[src/rtl/id_pkg.sv]
// id_pkg: MIPS-32 opcode/funct constants, ALU op encoding and the decoded-instruction record
package id_pkg;

    localparam logic [5:0] OP_RTYPE = 6'h00;
    localparam logic [5:0] OP_BEQ   = 6'h04;
    localparam logic [5:0] OP_ADDI  = 6'h08;
    localparam logic [5:0] OP_ANDI  = 6'h0C;
    localparam logic [5:0] OP_ORI   = 6'h0D;
    localparam logic [5:0] OP_LUI   = 6'h0F;
    localparam logic [5:0] OP_LW    = 6'h23;
    localparam logic [5:0] OP_SW    = 6'h2B;

    localparam logic [5:0] FN_SLL   = 6'h00;
    localparam logic [5:0] FN_ADD   = 6'h20;
    localparam logic [5:0] FN_SUB   = 6'h22;
    localparam logic [5:0] FN_AND   = 6'h24;
    localparam logic [5:0] FN_OR    = 6'h25;
    localparam logic [5:0] FN_SLT   = 6'h2A;

    typedef enum logic [3:0] {
        ALU_ADD  = 4'd0,
        ALU_SUB  = 4'd1,
        ALU_AND  = 4'd2,
        ALU_OR   = 4'd3,
        ALU_SLT  = 4'd4,
        ALU_SLL  = 4'd5,
        ALU_LUI  = 4'd6,
        ALU_PASS = 4'd7
    } alu_op_e;

    typedef struct packed {
        logic [31:0] imm;
        logic [4:0]  dst;
        logic        wr_en;
        alu_op_e     alu_op;
        logic        mem_rd;
        logic        mem_wr;
        logic        branch;
        logic        illegal;
    } dec_t;

    function automatic logic [31:0] sext16(input logic [15:0] v);
        return {{16{v[15]}}, v};
    endfunction

endpackage

[src/rtl/id_decoder.sv]
// id_decoder: combinational MIPS-32 field extraction and control decode
module id_decoder
    import id_pkg::*;
(
    input  logic [31:0] instr,
    output logic [4:0]  rs,
    output logic [4:0]  rt,
    output logic        use_rt,
    output dec_t        dec
);

    logic [5:0]  op;
    logic [5:0]  funct;
    logic [4:0]  rd;
    logic [4:0]  shamt;
    logic [15:0] imm16;

    assign op     = instr[31:26];
    assign rs     = instr[25:21];
    assign rt     = instr[20:16];
    assign rd     = instr[15:11];
    assign shamt  = instr[10:6];
    assign funct  = instr[5:0];
    assign imm16  = instr[15:0];
    // I-type reads rt only as store data or branch comparand
    assign use_rt = op == OP_RTYPE || op == OP_SW || op == OP_BEQ;

    always_comb begin
        dec        = '0;
        dec.alu_op = ALU_PASS;
        dec.dst    = rt;
        case (op)
            OP_RTYPE: begin
                dec.dst = rd;
                case (funct)
                    FN_ADD:  dec.alu_op = ALU_ADD;
                    FN_SUB:  dec.alu_op = ALU_SUB;
                    FN_AND:  dec.alu_op = ALU_AND;
                    FN_OR:   dec.alu_op = ALU_OR;
                    FN_SLT:  dec.alu_op = ALU_SLT;
                    FN_SLL: begin
                        dec.alu_op = ALU_SLL;
                        dec.imm    = {27'd0, shamt};
                    end
                    default: dec.illegal = 1'b1;
                endcase
            end
            OP_ADDI: begin
                dec.alu_op = ALU_ADD;
                dec.imm    = sext16(imm16);
            end
            OP_LW: begin
                dec.alu_op = ALU_ADD;
                dec.imm    = sext16(imm16);
                dec.mem_rd = 1'b1;
            end
            OP_SW: begin
                dec.alu_op = ALU_ADD;
                dec.imm    = sext16(imm16);
                dec.mem_wr = 1'b1;
            end
            OP_ANDI: begin
                dec.alu_op = ALU_AND;
                dec.imm    = {16'd0, imm16};
            end
            OP_ORI: begin
                dec.alu_op = ALU_OR;
                dec.imm    = {16'd0, imm16};
            end
            OP_LUI: begin
                dec.alu_op = ALU_LUI;
                dec.imm    = {imm16, 16'd0};
            end
            OP_BEQ: begin
                dec.alu_op = ALU_SUB;
                dec.imm    = {{14{imm16[15]}}, imm16, 2'b00};
                dec.branch = 1'b1;
            end
            default: dec.illegal = 1'b1;
        endcase
        dec.wr_en = !dec.illegal && op != OP_SW && op != OP_BEQ && dec.dst != 5'd0;
    end

endmodule

[src/rtl/id_stage.sv]
// id_stage: MIPS-32 decode stage with write-before-read bypass, load-use stall and ID/EX register
module id_stage
    import id_pkg::*;
(
    input  logic        clk,
    input  logic        rst,
    input  logic        in_valid,
    input  logic [31:0] in_instr,
    input  logic [31:0] in_pc,
    output logic        in_ready,
    output logic [4:0]  read_reg_1,
    output logic [4:0]  read_reg_2,
    input  logic [31:0] read_data_1,
    input  logic [31:0] read_data_2,
    input  logic        wb_en,
    input  logic [4:0]  wb_reg,
    input  logic [31:0] wb_data,
    input  logic        flush,
    input  logic        out_ready,
    output logic        out_valid,
    output logic [31:0] out_pc,
    output logic [31:0] out_op_a,
    output logic [31:0] out_op_b,
    output logic [31:0] out_imm,
    output logic [4:0]  out_dst,
    output logic        out_wr_en,
    output logic [3:0]  out_alu_op,
    output logic        out_mem_rd,
    output logic        out_mem_wr,
    output logic        out_branch,
    output logic        out_illegal
);

    logic [4:0]  rs;
    logic [4:0]  rt;
    logic        use_rt;
    dec_t        dec;
    logic        stall;
    logic        xfer;
    logic        valid_q, valid_d;
    logic [31:0] pc_q, pc_d;
    logic [31:0] op_a_q, op_a_d;
    logic [31:0] op_b_q, op_b_d;
    dec_t        dec_q, dec_d;

    id_decoder u_dec (
        .instr  (in_instr),
        .rs     (rs),
        .rt     (rt),
        .use_rt (use_rt),
        .dec    (dec)
    );

    assign read_reg_1 = rs;
    assign read_reg_2 = rt;

    always_comb begin
        // a held load whose result feeds the incoming instruction must drain first
        stall    = valid_q && dec_q.mem_rd && dec_q.dst != 5'd0 && in_valid &&
                   (rs == dec_q.dst || (use_rt && rt == dec_q.dst));
        in_ready = !stall && !flush && (!valid_q || out_ready);
        xfer     = in_valid && in_ready;
        valid_d  = xfer || (valid_q && !out_ready && !flush);
        pc_d     = xfer ? in_pc : pc_q;
        dec_d    = xfer ? dec : dec_q;
        op_a_d   = !xfer ? op_a_q :
                   rs == 5'd0 ? 32'd0 :
                   (wb_en && wb_reg == rs) ? wb_data : read_data_1;
        op_b_d   = !xfer ? op_b_q :
                   rt == 5'd0 ? 32'd0 :
                   (wb_en && wb_reg == rt) ? wb_data : read_data_2;
    end

    always_ff @(posedge clk or posedge rst) begin
        if (rst) begin
            valid_q <= 1'b0;
            pc_q    <= '0;
            op_a_q  <= '0;
            op_b_q  <= '0;
            dec_q   <= '0;
        end else begin
            valid_q <= valid_d;
            pc_q    <= pc_d;
            op_a_q  <= op_a_d;
            op_b_q  <= op_b_d;
            dec_q   <= dec_d;
        end
    end

    assign out_valid   = valid_q;
    assign out_pc      = pc_q;
    assign out_op_a    = op_a_q;
    assign out_op_b    = op_b_q;
    assign out_imm     = dec_q.imm;
    assign out_dst     = dec_q.dst;
    assign out_wr_en   = dec_q.wr_en;
    assign out_alu_op  = dec_q.alu_op;
    assign out_mem_rd  = dec_q.mem_rd;
    assign out_mem_wr  = dec_q.mem_wr;
    assign out_branch  = dec_q.branch;
    assign out_illegal = dec_q.illegal;

endmodule

[config.mk]
export PLATFORM = sky130hd
export DESIGN_NAME = id_stage
export DESIGN_NICKNAME = d
export VERILOG_FILES = /design/src/rtl/id_pkg.sv /design/src/rtl/id_decoder.sv /design/src/rtl/id_stage.sv
export SDC_FILE = /design/constraint.sdc
export NUM_CORES = 1
export LEC_CHECK = 0
export ABC_AREA = 1
export CAP_MARGIN = 30
export CORE_ASPECT_RATIO = 0.8
export CORE_MARGIN = 5
export CORE_UTILIZATION = 64
export DETAILED_ROUTE_END_ITERATION = 8
export DONT_BUFFER_PORTS = 1
export PLACE_DENSITY = 0.9
export SYNTH_ARGS = -nofsm -noshare
export SYNTH_HDL_FRONTEND = slang
export SYNTH_SLANG_ARGS = --single-unit
[constraint.sdc]
create_clock -name clk -period 7.81 [get_ports clk]
set_clock_uncertainty 0.1 [all_clocks]
set_input_delay 2.343 -clock clk [delete_from_list [all_inputs] [get_ports clk]]
set_output_delay 2.343 -clock clk [all_outputs]
set_load 0.01 [all_outputs]
==> metrics.txt <==
status finished, final reports clean; Reg area 0.003553 mm2; Yosys warnings 0; Num CTS Buffers 17; Hold Path End out_pc[5]$_DFFE_PP0P_; vias just over 8000; Die X 136.2 um; Die ar. approximately 0.015 mm2; PostCTS Resize Cnt 0; worst slew pin tran 0.9365 ns; hold path startpoint out_pc[5]$_DFFE_PP0P_; commonest non-fill, non-tap cell in the layout nand2_1; Mapped Area between 0.008 and 0.009 mm2; Post-CTS Repair Setup Buffers 0; Fillers 1006; Iter 0 DRT Violations between 1000 and 1500; Fmax achieved 174.8 MHz; # DRC 0; most frequent CP cell nand3_1; crit start category input port; Yosys reg bits 142; mean area per synthesized cell 6.759 um2; Buf/Inv on CP 0; Initial Util 66.05%; final setup fails 0; # diodes 0; # port buffers 0; initial antenna violation count 0; worst r2r src out_dst[3]$_DFFE_PP0P_; Hold Crit Depth 2; reg2reg end out_op_a[5]$_DFFE_PP0P_; leak pwr 5.163 nW; wire length per cell ~20 um; syn nets about 1400; total wire length approximately 26000 um; placed instance area 0.008048 mm2; Seq/Total Area, Yosys roughly 44%; Pre-Repair DR Iteration Count 6; peak fanout along the critical path 7; CTS HTree Levels 4; CTS tree built; first-pass GRT wire length approximately 40000 um; Worst path max stage delay 0.21 ns; setup_tns 0 ns; Setup CP Type in2out; standard-cell rows 36; # nets final between 1000 and 1500; maximum VDD drop ~0.17 mV; post-route clock period utilization between 70% and 80%; Rel. slew slack between 30% and 40%; Distinct cells, synth 28; most frequent cells in the layout nand2_1, nor2_1, dfrtp_1, inv_1, nand3_1; RSZ-0062 raised after global routing no; cts hold-fix bufs 0; Max Slew Vio Count 0; Total GRT Usage around 34%; clock sink count 142; Final Hold Vio Count 0; Overflow after GRT 0; CP Cell Sequence nor2_2 > nand3_1 > nand2_1 > nand3_1 > nand2_2 > a21oi_4; area grow syn2layout 6.907%; Critical Path AT around 3.3 ns; Max-Cap Viols 0; clk_lat worst skew roughly 0.41 ns; Finished Cell Area between 0.008 and 0.009 mm2; HPWL Detailed around 18000 um; vias in the first global route 7361; type of the tightest min-delay check reg2reg; Worst Path Required about 5.4 ns; Final Wtd Congestion 0.9935; power density over the cells 236.1 mW/mm2; FF-to-FF setup slack around 4.5 ns; Cells after Synth between 1000 and 1500; worst-case reg-to-reg path depth 10; Core ar. approximately 0.012 mm2; multi-input logic area between 0.003 and 0.004 mm2; Final min period about 5.7 ns; CTS Root Cell clkbuf_16; family with the most delay on the worst path simple AND/OR/NAND/NOR gates; clock-pin transition on the worst setup and hold timing paths roughly 0.060 ns; Die Span Y around 110 um; Top-Level Pins between 300 and 400; Critical Path End Type primary output; layout cell share with drive strength beyond 1 under 10%; Slowest-stage cell, CP nor2_2; Max Root-Sink Buffers 2; DR vias/cell between 6 and 7; DRT antenna net count 0; largest net degree at the start of global routing approximately 140
## logic make-up (layout without fill, tap and decap cells)
group           count (synthesis)  after routing  synth area share (%)
simple gates                  809            809                 41.52
buf+inv                       200            156                 10.73
flops                         142            142                 43.59
compound gates                 43             43                 2.932
xor+xnor                       11             11                 1.182
other cells                     1              1               0.04600
## metal layers
metal | track usage [%] | vias up | part of all wire (%) | routed length, um
li1 | - | 3657 | - | -
met1 | 43.09 | 3757 | 35 | 9114
met2 | 52.13 | 624 | 47 | 12340
met3 | 11.48 | 79 | 14 | 3563
met4 | 13.63 | 0 | 4.0 | 1054
met5 | 0 | - | 0 | 0
## metrics by stage
stage	hold slack (ns)	utilization [%]	std cells	worst slack, ns	power (W)
final	0.4425	70.61	1333	2.091	0.002057
after global placement	0.4257	64.98	1299	2.151	0.001192
after detailed placement	0.4317	65.21	1300	2.119	0.001206
after CTS	0.4450	70.23	1331	2.119	0.002061
after global routing	0.4653	70.61	1333	2.057	0.002148
after floorplan	0.4057	-	1206	1.557	0.001143
## synth_stat cells, drive strengths merged
library cell | n | share of area, %
nand3 | 94 | 5.8
o211ai | 1 | 0.092
nand2 | 467 | 22
or2 | 1 | 0.077
conb | 1 | 0.046
nor2 | 163 | 7.6
xnor2 | 2 | 0.21
xor2 | 9 | 0.97
nor3 | 4 | 0.25
a31oi | 1 | 0.077
inv | 114 | 5.2
clkbuf | 51 | 2.3
buf | 35 | 3.1
dfrtp | 142 | 44
o22ai | 13 | 1.0
nor4 | 2 | 0.15
nand4 | 78 | 6.0
o21ai | 24 | 1.5
a21oi | 4 | 0.29
## worst reg2reg max path, stage by stage, from the launching register on
cell and delay (ns):
dfrtp_1 0.54, xor2_1 0.20, nor2_1 0.06, nand3_1 0.09, nand2_2 0.10, nand2_4 0.58, nand3_4 0.69, buf_12 0.40
buf_4 0.29, nand2_1 0.12, nand2_1 0.06
## flip-flops by register name, summed over array words and instances (netlist names)
| register | flops |
|---|---|
| out_op_b | 32 |
| out_illegal | 1 |
| out_op_a | 32 |
| out_valid | 1 |
| out_wr_en | 1 |
| out_mem_rd | 1 |
| out_pc | 32 |
| out_alu_op | 3 |
| out_mem_wr | 1 |
| out_branch | 1 |
| out_imm | 32 |
| out_dst | 5 |
## final cells by class
type                            instances  share of cell area (%)
Multi-Input combinational cell        864                   43.14
Sequential cell                       142                   40.78
Inverter                              114                   4.968
Clock buffer                           18                   4.925
Tap cell                              171                   2.455
Clock inverter                         13                   2.182
Timing Repair Buffer                   11                   1.551
## how the worst max path moves through the flow
stage,start,to,cells past startpoint
finish,in_instr[31],in_ready,6
global route,in_instr[31],in_ready,6
CTS,in_instr[31],in_ready,6
detailed placement,in_instr[31],in_ready,6
global placement,in_instr[31],in_ready,6
floorplan,rst,out_alu_op[0]$_DFFE_PP0P_,1
## power breakdown
group	internal, W	switching (W)	total (W)
Clock	0.000536	0.000320	0.000856
Sequential	0.000829	0.000137	0.000966
Combinational	0.0000817	0.000154	0.000235
Total	0.00145	0.000611	0.00206
Power figures use the tool's default switching activity.
